## config.mk

```make
export PLATFORM = sky130hd
export DESIGN_NAME = mem_block_mover_flat
export DESIGN_NICKNAME = d
export VERILOG_FILES = /design/src/rtl/mem_block_mover_if.sv /design/src/rtl/mem_block_mover.sv /design/src/flat_wrapper.sv
export SDC_FILE = /design/constraint.sdc
export NUM_CORES = 1
export LEC_CHECK = 0
export BUFFER_PORTS_ARGS = -buffer_cell sky130_fd_sc_hd__clkbuf_2
export CAP_MARGIN = 20
export CORE_ASPECT_RATIO = 0.5
export CORE_UTILIZATION = 25
export CTS_BUF_LIST = sky130_fd_sc_hd__clkbuf_8
export DETAILED_ROUTE_END_ITERATION = 10
export GPL_TIMING_DRIVEN = 0
export HOLD_SLACK_MARGIN = 0.12
export MAX_ROUTING_LAYER = met4
export SLEW_MARGIN = 0
export SYNTH_ARGS = -nofsm -noshare
export SYNTH_HDL_FRONTEND = slang
export SYNTH_SLANG_ARGS = --single-unit
```

## constraint.sdc

```tcl
create_clock -name clock -period 4.82 [get_ports clock]
set_input_delay 0.241 -clock clock [delete_from_list [all_inputs] [get_ports clock]]
set_output_delay 0.241 -clock clock [all_outputs]
set_load 0.01 [all_outputs]
```

## src/rtl/mem_block_mover_if.sv

```systemverilog
// mem_block_mover_if: request/status handshake plus the word-addressed data
// memory port of the block mover. The fill/pattern inputs exist only when
// MEMMOV_FILL_EN is defined.
interface mem_block_mover_if #(
    parameter int LW = 11
);
    logic          start;
    logic [31:0]   src;
    logic [31:0]   dst;
    logic [LW-1:0] len;
    logic          busy;
    logic          done;
    logic          err;
    logic          mem_ren;
    logic          mem_wen;
    logic [31:0]   mem_addr;
    logic [31:0]   mem_din;
    logic [31:0]   mem_dout;
`ifdef MEMMOV_FILL_EN
    logic          fill;
    logic [31:0]   pattern;

    modport master (
        input  start, src, dst, len, fill, pattern, mem_dout,
        output busy, done, err, mem_ren, mem_wen, mem_addr, mem_din
    );
    modport slave (
        output start, src, dst, len, fill, pattern, mem_dout,
        input  busy, done, err, mem_ren, mem_wen, mem_addr, mem_din
    );
`else
    modport master (
        input  start, src, dst, len, mem_dout,
        output busy, done, err, mem_ren, mem_wen, mem_addr, mem_din
    );
    modport slave (
        output start, src, dst, len, mem_dout,
        input  busy, done, err, mem_ren, mem_wen, mem_addr, mem_din
    );
`endif
endinterface

```

## src/rtl/mem_block_mover.sv

```systemverilog
// mem_block_mover: software-triggered memmove engine on the data memory port.
// Each word costs one READ cycle and one WRITE cycle; overlapping ranges with
// dst above src are copied top-down so source words are read before being
// overwritten. Optional fill mode (macro MEMMOV_FILL_EN) writes a constant
// pattern to the destination with no reads.
//
// state | meaning
// IDLE  | waiting for start; range check; err pulse on rejection
// READ  | mem_ren with cur_src, capture mem_dout into data_q
// WRITE | mem_wen with cur_dst/data_q, step pointers, count down
// DONE  | one-cycle done pulse, back to IDLE
module mem_block_mover #(
    parameter int AW = 10,
    parameter int LW = 11
) (
    input  logic              clock,
    input  logic              reset,
    mem_block_mover_if.master bus
);
    typedef enum logic [1:0] {IDLE, READ, WRITE, DONE} state_t;

    state_t        state;
    state_t        state_nxt;
    logic [LW-1:0] count;
    logic [31:0]   cur_src;
    logic [31:0]   cur_dst;
    logic [31:0]   data_q;
    logic [31:0]   addr_hold;
    logic [31:0]   addr_now;
    logic          desc;
    logic          err_q;
    logic          fill_q;

    logic [32:0]   len_ext;
    logic [32:0]   src_end;
    logic [32:0]   dst_end;
    logic          len_zero;
    logic          range_bad;
    logic          go_desc;
    logic          start_fill;

    // Request decode: last-word addresses, range check and copy direction.
    // 33-bit sums so an out-of-range request can never wrap back into range.
    always_comb begin
        len_ext    = {{(33-LW){1'b0}}, bus.len};
        src_end    = {1'b0, bus.src} + len_ext - 33'd1;
        dst_end    = {1'b0, bus.dst} + len_ext - 33'd1;
        len_zero   = (bus.len == '0);
`ifdef MEMMOV_FILL_EN
        start_fill = bus.fill;
`else
        start_fill = 1'b0;
`endif
        range_bad  = !len_zero &&
                     ((!start_fill && (src_end[32:AW] != '0)) || (dst_end[32:AW] != '0));
        go_desc    = !start_fill &&
                     ({1'b0, bus.dst} > {1'b0, bus.src}) &&
                     ({1'b0, bus.dst} < ({1'b0, bus.src} + len_ext));
    end

    // Next-state decode.
    always_comb begin
        state_nxt = state;
        case (state)
            IDLE: begin
                if (bus.start && !range_bad) begin
                    if (len_zero)        state_nxt = DONE;
                    else if (start_fill) state_nxt = WRITE;
                    else                 state_nxt = READ;
                end
            end
            READ:  state_nxt = WRITE;
            WRITE: begin
                if (count == LW'(1)) state_nxt = DONE;
                else if (fill_q)     state_nxt = WRITE;
                else                 state_nxt = READ;
            end
            DONE:    state_nxt = IDLE;
            default: state_nxt = IDLE;
        endcase
    end

    // Memory address mux; outside READ/WRITE the last issued address is held.
    always_comb begin
        addr_now = addr_hold;
        if (state == READ)       addr_now = cur_src;
        else if (state == WRITE) addr_now = cur_dst;
    end

    assign bus.mem_ren  = (state == READ);
    assign bus.mem_wen  = (state == WRITE);
    assign bus.mem_addr = addr_now;
    assign bus.mem_din  = data_q;
    assign bus.busy     = (state != IDLE);
    assign bus.done     = (state == DONE);
    assign bus.err      = err_q;

    // State register and datapath: request latch, read capture, pointer stepping.
    always_ff @(posedge clock) begin
        if (reset) begin
            state     <= IDLE;
            count     <= '0;
            cur_src   <= '0;
            cur_dst   <= '0;
            data_q    <= '0;
            addr_hold <= '0;
            desc      <= 1'b0;
            err_q     <= 1'b0;
            fill_q    <= 1'b0;
        end else begin
            state <= state_nxt;
            err_q <= 1'b0;
            if ((state == READ) || (state == WRITE)) addr_hold <= addr_now;
            case (state)
                IDLE: begin
                    if (bus.start) begin
                        if (range_bad) begin
                            err_q <= 1'b1;
                        end else if (!len_zero) begin
                            count  <= bus.len;
                            desc   <= go_desc;
                            fill_q <= start_fill;
                            if (go_desc) begin
                                cur_src <= src_end[31:0];
                                cur_dst <= dst_end[31:0];
                            end else begin
                                cur_src <= bus.src;
                                cur_dst <= bus.dst;
                            end
`ifdef MEMMOV_FILL_EN
                            if (bus.fill) data_q <= bus.pattern;
`endif
                        end
                    end
                end
                READ: data_q <= bus.mem_dout;
                WRITE: begin
                    count <= count - LW'(1);
                    // skip the final step so pointers never leave the valid range
                    if (count != LW'(1)) begin
                        cur_src <= desc ? (cur_src - 32'd1) : (cur_src + 32'd1);
                        cur_dst <= desc ? (cur_dst - 32'd1) : (cur_dst + 32'd1);
                    end
                end
                default: ;
            endcase
        end
    end
endmodule

```

## src/flat_wrapper.sv

```systemverilog
// flat-port wrapper written by rule: the top's interface ports become plain ports
module mem_block_mover_flat 
#(
    parameter int AW = 10,
    parameter int LW = 11
)
  (clock, reset, bus_start, bus_src, bus_dst, bus_len, bus_mem_dout, bus_busy, bus_done, bus_err, bus_mem_ren, bus_mem_wen, bus_mem_addr, bus_mem_din);
  mem_block_mover_if #(.LW(LW)) bus_i ();
  input  logic clock;
  input  logic reset;
  input wire logic [$bits(bus_i.start)-1:0] bus_start;
  input wire logic [$bits(bus_i.src)-1:0] bus_src;
  input wire logic [$bits(bus_i.dst)-1:0] bus_dst;
  input wire logic [$bits(bus_i.len)-1:0] bus_len;
  input wire logic [$bits(bus_i.mem_dout)-1:0] bus_mem_dout;
  output wire logic [$bits(bus_i.busy)-1:0] bus_busy;
  output wire logic [$bits(bus_i.done)-1:0] bus_done;
  output wire logic [$bits(bus_i.err)-1:0] bus_err;
  output wire logic [$bits(bus_i.mem_ren)-1:0] bus_mem_ren;
  output wire logic [$bits(bus_i.mem_wen)-1:0] bus_mem_wen;
  output wire logic [$bits(bus_i.mem_addr)-1:0] bus_mem_addr;
  output wire logic [$bits(bus_i.mem_din)-1:0] bus_mem_din;
  assign bus_i.start = bus_start;
  assign bus_i.src = bus_src;
  assign bus_i.dst = bus_dst;
  assign bus_i.len = bus_len;
  assign bus_i.mem_dout = bus_mem_dout;
  assign bus_busy = bus_i.busy;
  assign bus_done = bus_i.done;
  assign bus_err = bus_i.err;
  assign bus_mem_ren = bus_i.mem_ren;
  assign bus_mem_wen = bus_i.mem_wen;
  assign bus_mem_addr = bus_i.mem_addr;
  assign bus_mem_din = bus_i.mem_din;
  mem_block_mover #(.AW(AW), .LW(LW)) u_core (.clock(clock), .reset(reset), .bus(bus_i));
endmodule
```

# Word-level counts from Yosys, hierarchy flattened
# Cells that the tools add are included.
# Widths: inputs -> output; s select.
dict set report word_totals {
  ram_bits 0
  latch_bits 0
  regBits 143
  n_memories 0
  mem_bits_ro 0
}
dict set report classes {
  n_div 0
  n_shift 0
  mul 0
  n_bitwise 4
  n_eq_ne 10
  n_lt_le_gt_ge 2
  reduce_logical 17
  n_addsub 9
  n_mux 25
}
# cell count
set ops {}
lappend ops {{$mux 32} 14}
lappend ops {{$pmux 32 s2} 2}
lappend ops {{$add 32x11->33} 2}
lappend ops {{$sub 33x1->33 const B} 2}
lappend ops {{$add 32x1->32 const B} 2}
lappend ops {{$sub 32x1->32 const B} 2}
lappend ops {{$reduce_bool 23->1} 2}
lappend ops {{$lt 32x33->1} 1}
lappend ops {{$mux 11} 3}
lappend ops {{$gt 32x32->1} 1}
lappend ops {{$pmux 11 s2} 1}
lappend ops {{$eq 11x1->1 const B} 1}
lappend ops {{$logic_not 11->1} 1}
lappend ops {{$ne 11x1->1 const B} 1}
lappend ops {{$sub 11x1->11 const B} 1}
lappend ops {{$pmux 2 s4} 1}
lappend ops {{$reduce_and 4->1} 2}
lappend ops {{$mux 2} 3}
lappend ops {{$ne 2x2->1 const B} 3}
lappend ops {{$reduce_and 5->1} 1}
lappend ops {{$eq 2x2->1 const B} 2}
lappend ops {{$ne 2x1->1 const B} 2}
lappend ops {{$not 1->1} 4}
lappend ops {{$reduce_bool 2->1} 2}
lappend ops {{other kinds (7)} 11}

# Logic depth before layout (Yosys ltp)
dict set report logic_depth {
  word_depth 9
  ltp_mapped 23
  mapped_depth_nobuf 21
}

# Worst setup path after synthesis
# Ideal clock, no wire load.
dict set report synth_timing {
  path_kind {in2reg}
  start {input bus_len[1]}
  end {register u_core.cur_dst[15]}
  t_arrival_ps 4616
  path_stages 21
  slack_ps 77
  setup_ps 128
  path_cell_list {inv_1 -> ha_1 -> inv_1 -> ha_1 -> inv_1 -> fa_1 -> nand2b_1 -> a21oi_1 -> o21ai_0 -> o21a_1 -> o21ai_0 -> a21oi_1 -> xnor2_1 -> or4_1 -> or4_1 -> nor4_4 -> a21o_1 -> buf_4 -> buf_4 -> mux2i_1 -> nor2_1}
}
dict set report synth_between {
  elab_chain_len 8
  word_cells_on_any_way 20
  cone_classes {4 x add/sub; 1 x order compare; 2 x eq/ne; 5 x mux; 8 x reduce/logical}
}
# item line
set synth_rtl {}
lappend synth_rtl {{start, declared} flat_wrapper.sv:14} ;# input wire logic [$bits(bus_i.len)-1:0] bus_len;
lappend synth_rtl {{parallel branches: the longest is 8 deep, another holds $add 32x11->33} n/a}
lappend synth_rtl {{end signal, assigned} mem_block_mover.sv:125} ;# cur_dst <= dst_end[31:0];
lappend synth_rtl {{end signal, assigned} mem_block_mover.sv:128} ;# cur_dst <= bus.dst;
lappend synth_rtl {{end signal, assigned} mem_block_mover.sv:142} ;# cur_dst <= desc ? (cur_dst - 32'd1) : (cur_dst + 32'd1);
lappend synth_rtl {{end, declared} mem_block_mover.sv:26} ;# logic [31:0] cur_dst;
# Parallel ways; which one is timed is not known. The select of a mux whose other input is x is not followed.
# A chain may end at the register's enable or synchronous reset.

# Worst setup path in the final report
dict set report layout_timing {
  start {input bus_src[0]}
  end {register u_core.cur_dst[5]}
}
dict set report layout_between {
  elab_chain_len 8
  word_cells_on_any_way 15
  cone_classes {2 x add/sub; 2 x order compare; 1 x eq/ne; 5 x mux; 5 x reduce/logical}
}
# item line
set layout_rtl {}
lappend layout_rtl {{start, declared} flat_wrapper.sv:12} ;# input wire logic [$bits(bus_i.src)-1:0] bus_src;
lappend layout_rtl {{parallel branches: the longest is 8 deep, another holds $add 32x11->33} n/a}
# Parallel ways; which one is timed is not known. The select of a mux whose other input is x is not followed.

==> reports/results.tsv <==
stage	metric	value	unit
cts	CTS tree	done	
placement	HPWL after DPL	47300	um
sta	WHS	145	ps
synthesis	Yosys warning count	0	
sta	period utilization	99.2	%
floorplanning	Die Ht	178	um
placement	number of I/O port buffers	176	
synthesis	Post-synth top flop	dfxtp_1	
floorplanning	# rows	64	
cts	CTS Buffer Depth	2	
floorplanning	Die Area	62900	sq um
power	Leakage	8.45	nW
synthesis	post-synthesis async set-or-reset flop share	0	%
cts	CTS sink count	143	
sta	worst clock skew	22.3	ps
final_layout	Area Growth Syn to Fin	26.3	%
cts	cts bufs inserted	17	
floorplanning	Initial Utilization	25.3	%
cts	# H-tree levels	4	
min_path	Hold Crit Class	in2reg	
placement	GPL Wtd Cong	1.03	
power	VDD IR max	0.153	mV
synthesis	Post-synth EDFFs	0	
power	Sw Pwr	2.43	mW
final_layout	Design Area, Final	19500	sq um
power	Gate power share	52.6	%
power	Clk pwr share	21.5	%
synthesis	post-synthesis cell area	15500	sq um
floorplanning	I/O pin count	179	
floorplanning	core area	61100	sq um
setup_path	Reg2Reg Setup Slack	350	ps
final_layout	Nets	2573	
synthesis	Gate Count Post-Synth	1996	
sta	Slew HR	25.5	%
power	internal power	3.03	mW
floorplanning	Die X	354	um
route	DR vias/cell	5.26	
synthesis	Synth cell types	94	
global_route	vias in the first global route	14949	
placement	pre-CTS setup slack	-1800	ps
run	Max Cap Violations	0	
synthesis	synthesized area per cell	7.74	sq um
sta	min cycle time layout	4780	ps
setup_path	CP Launch Type	primary input	
route	total vias in the final route	16399	
synthesis	Seq cells post-synth	143	
cts	Clock Root Buffer	clkbuf_8	
global_route	initial antenna violation count	3	
power	switching share of power	44.6	%
sta	Max Freq	209	MHz
final_layout	share of cells above drive strength 1	19.5	%
route	DRT antenna net count	0	
power	PD cells	280	nW/um^2
setup_path	crit-path cells	buf_8 > ha_4 > inv_2 > fa_2 > nand4b_1 > a41oi_4 > a41o_4 > o211ai_1 > xnor2_2 > ha_1 > a21o_1 > a21o_1 > a21oi_2 > nor2_2 > a211oi_2 > nand3_1 > o22ai_1 > a21oi_4 > buf_6 > buf_12 > o211ai_1 > o2111ai_1 > o21ai_1	
sta	Worst-Margin Slew	1120	ps
cts	clock slew at reported path FFs	100	ps
power	sequential group share of total power	25.9	%
synthesis	Net Count, Synth	2289	
route	drt drc	0	
setup_path	CP Capture Type	flip-flop	
setup_path	Worst path slowest cell	o211ai_1	
route	routed len/inst	19.5	um
sta	RSZ-0062 raised after global routing	true	
setup_path	slowest stage delay, CP	510	ps
setup_path	Critical Path Fanout Max	7	
setup_path	CP arrival	5210	ps
setup_path	WP data required	5250	ps
power	Tot Pwr	5.46	mW
sta	Final WS setup	38.3	ps
route	Initial DRC Count	1265	
global_route	largest net degree at the start of global routing	64	
global_route	gr ovfl total	0	
run_status	status	finished, final reports clean	
setup_path	Setup CP Type	in2reg	
synthesis	Seq/Total Area, Yosys	18.5	%
route	Total Wirelength	60800	um
global_route	gr usage total	18.9	%
global_route	first-pass GRT wire length	89200	um
cts	worst skew pair latency	490	ps
placement	Placed Area	17400	sq um
sta	Setup violations, final	0	
sta	setup TNS	0	ps
sta	Hold Vio Cnt, Final	0	
sta	Pins Over Slew Limit	0	
route	DRT Pass-1 Iters	5	
## flip-flops by register name, summed over array words and instances (netlist names)
register	cells
u_core.addr_hold	32
u_core.cur_dst	32
u_core.cur_src	32
u_core.desc	1
u_core.bus.err	1
u_core.count	11
u_core.state	2
u_core.bus.mem_din	32
## synth_stat cells, types with 12 or more instances
cell type  count  area [sq um]
nor2_1       210           788
ha_1         179          2240
nand2_1      145           544
dfxtp_1      143          2860
inv_1        138           518
a21oi_1      136           681
mux2i_1      128          1280
o21ai_0      118           591
xnor2_1       97           850
a21o_1        62           465
clkbuf_1      62           233
nand3_1       62           310
nor3_1        42           210
a211oi_1      39           293
xor2_1        34           298
o211ai_1      33           248
nand4_1       24           150
or3_1         20           125
o21a_1        18           135
nand2b_1      16           100
and3_1        15          93.8
a31oi_1       13          81.3
o31ai_1       13          97.6
and2_1        12          75.1
mux2_2        12           135
## cell usage in the layout, fill, tap and decap left out, types with 11 or more instances in the layout
master and instances:
xnor2_1 81, o21ai_0 110, nand3_1 61, dfxtp_1 142, nor2_1 204, a211oi_1 15
and2_1 12, o31ai_1 13, buf_4 52, nor3_1 39, xor2_1 33, nand4_1 24
clkbuf_2 174, and3_1 15, nor4_1 11, nand2b_1 15, nor3_2 13, nand2_1 145
mux2_2 11, ha_1 176, o21a_1 17, mux2i_1 115, a21oi_1 131, dlygate4sd3_1 32
a21o_1 62, or3_1 20, o211ai_1 33, xnor2_2 16, clkbuf_8 19, a31oi_1 11
clkbuf_1 53, inv_1 136, a211oi_2 20
## worst max-delay path, delay by kind of cell
family / cells / cell delay, ps
AND/OR/NAND/NOR: 3 / 510
adder cells (fa/ha/maj): 3 / 850
XOR/XNOR: 1 / 210
buffers and inverters: 4 / 450
AO/OA/AOI/OAI: 12 / 2930
## layout make-up
class / instances / area, sq um
fillers: 6491 / 41600
multi-input cells: 1628 / 12400
flip-flops and latches: 143 / 2870
repair buffers: 265 / 1720
well taps: 825 / 1030
inverters: 139 / 522
plain buffers: 86 / 518
clock buffers: 19 / 262
clock inverters: 12 / 206
diodes: 3 / 7.51
## metrics by stage
step | utilization, % | instances
2_1_floorplan | - | 1996
3_3_place_gp | 28.4 | 2997
3_5_place_dp | 28.5 | 2999
4_1_cts | 30.4 | 3076
5_1_grt | 31.9 | 3120
6_report | 31.9 | 3120
## cells by family after synthesis
group	Yosys count	synth area share (%)
muxes	140	9.16
DFF	143	18.5
buffers and inverters	225	5.87
xor gates and xnor gates	135	7.84
and+or+nand+nor	613	19.4
AOI/OAI and AO/OA	556	24.2
adders and majority gates	184	15.1
## path summary, 6_finish.rpt
check / cells after the start / start / endpoint
min: 3 / bus_len[0] / u_core.count[0]
max: 23 / bus_src[0] / u_core.cur_dst[5]
max reg2reg: 15 / u_core.desc / u_core.cur_dst[30]
min reg2reg: 2 / u_core.count[1] / u_core.count[1]
## routing by layer
metal / vias up / part of all wire, % / global-route usage, %
li1: 7858 / - / -
met1: 7834 / 43 / 23.9
met2: 588 / 47 / 31.0
met3: 119 / 5.7 / 1.80
met4: 0 / 4.2 / 8.04
met5: - / 0 / -
## what timing repair did
| action | in CTS | in global routing |
|---|---|---|
| endpoints found under the setup margin | 78 | 76 |
| cloned | 0 | 3 |
| setup buffers | 14 | 39 |
| hold buffers | 32 | 0 |
| hold endpoints to repair | 32 | 0 |
| gates resized for setup | 69 | 132 |
| pin swaps | 11 | 40 |
## power by group through the flow
stage          registers [mW]  clock network, mW  logic [mW]
3_3_place_gp             1.43                  0        2.46
6_report                 1.42               1.17        2.87
2_1_floorplan            1.42                  0        1.63
5_1_grt                  1.43               1.24        3.06
3_5_place_dp             1.44                  0        2.48
4_1_cts                  1.41               1.20        2.60
No activity file was read; power rests on OpenSTA's default activity.
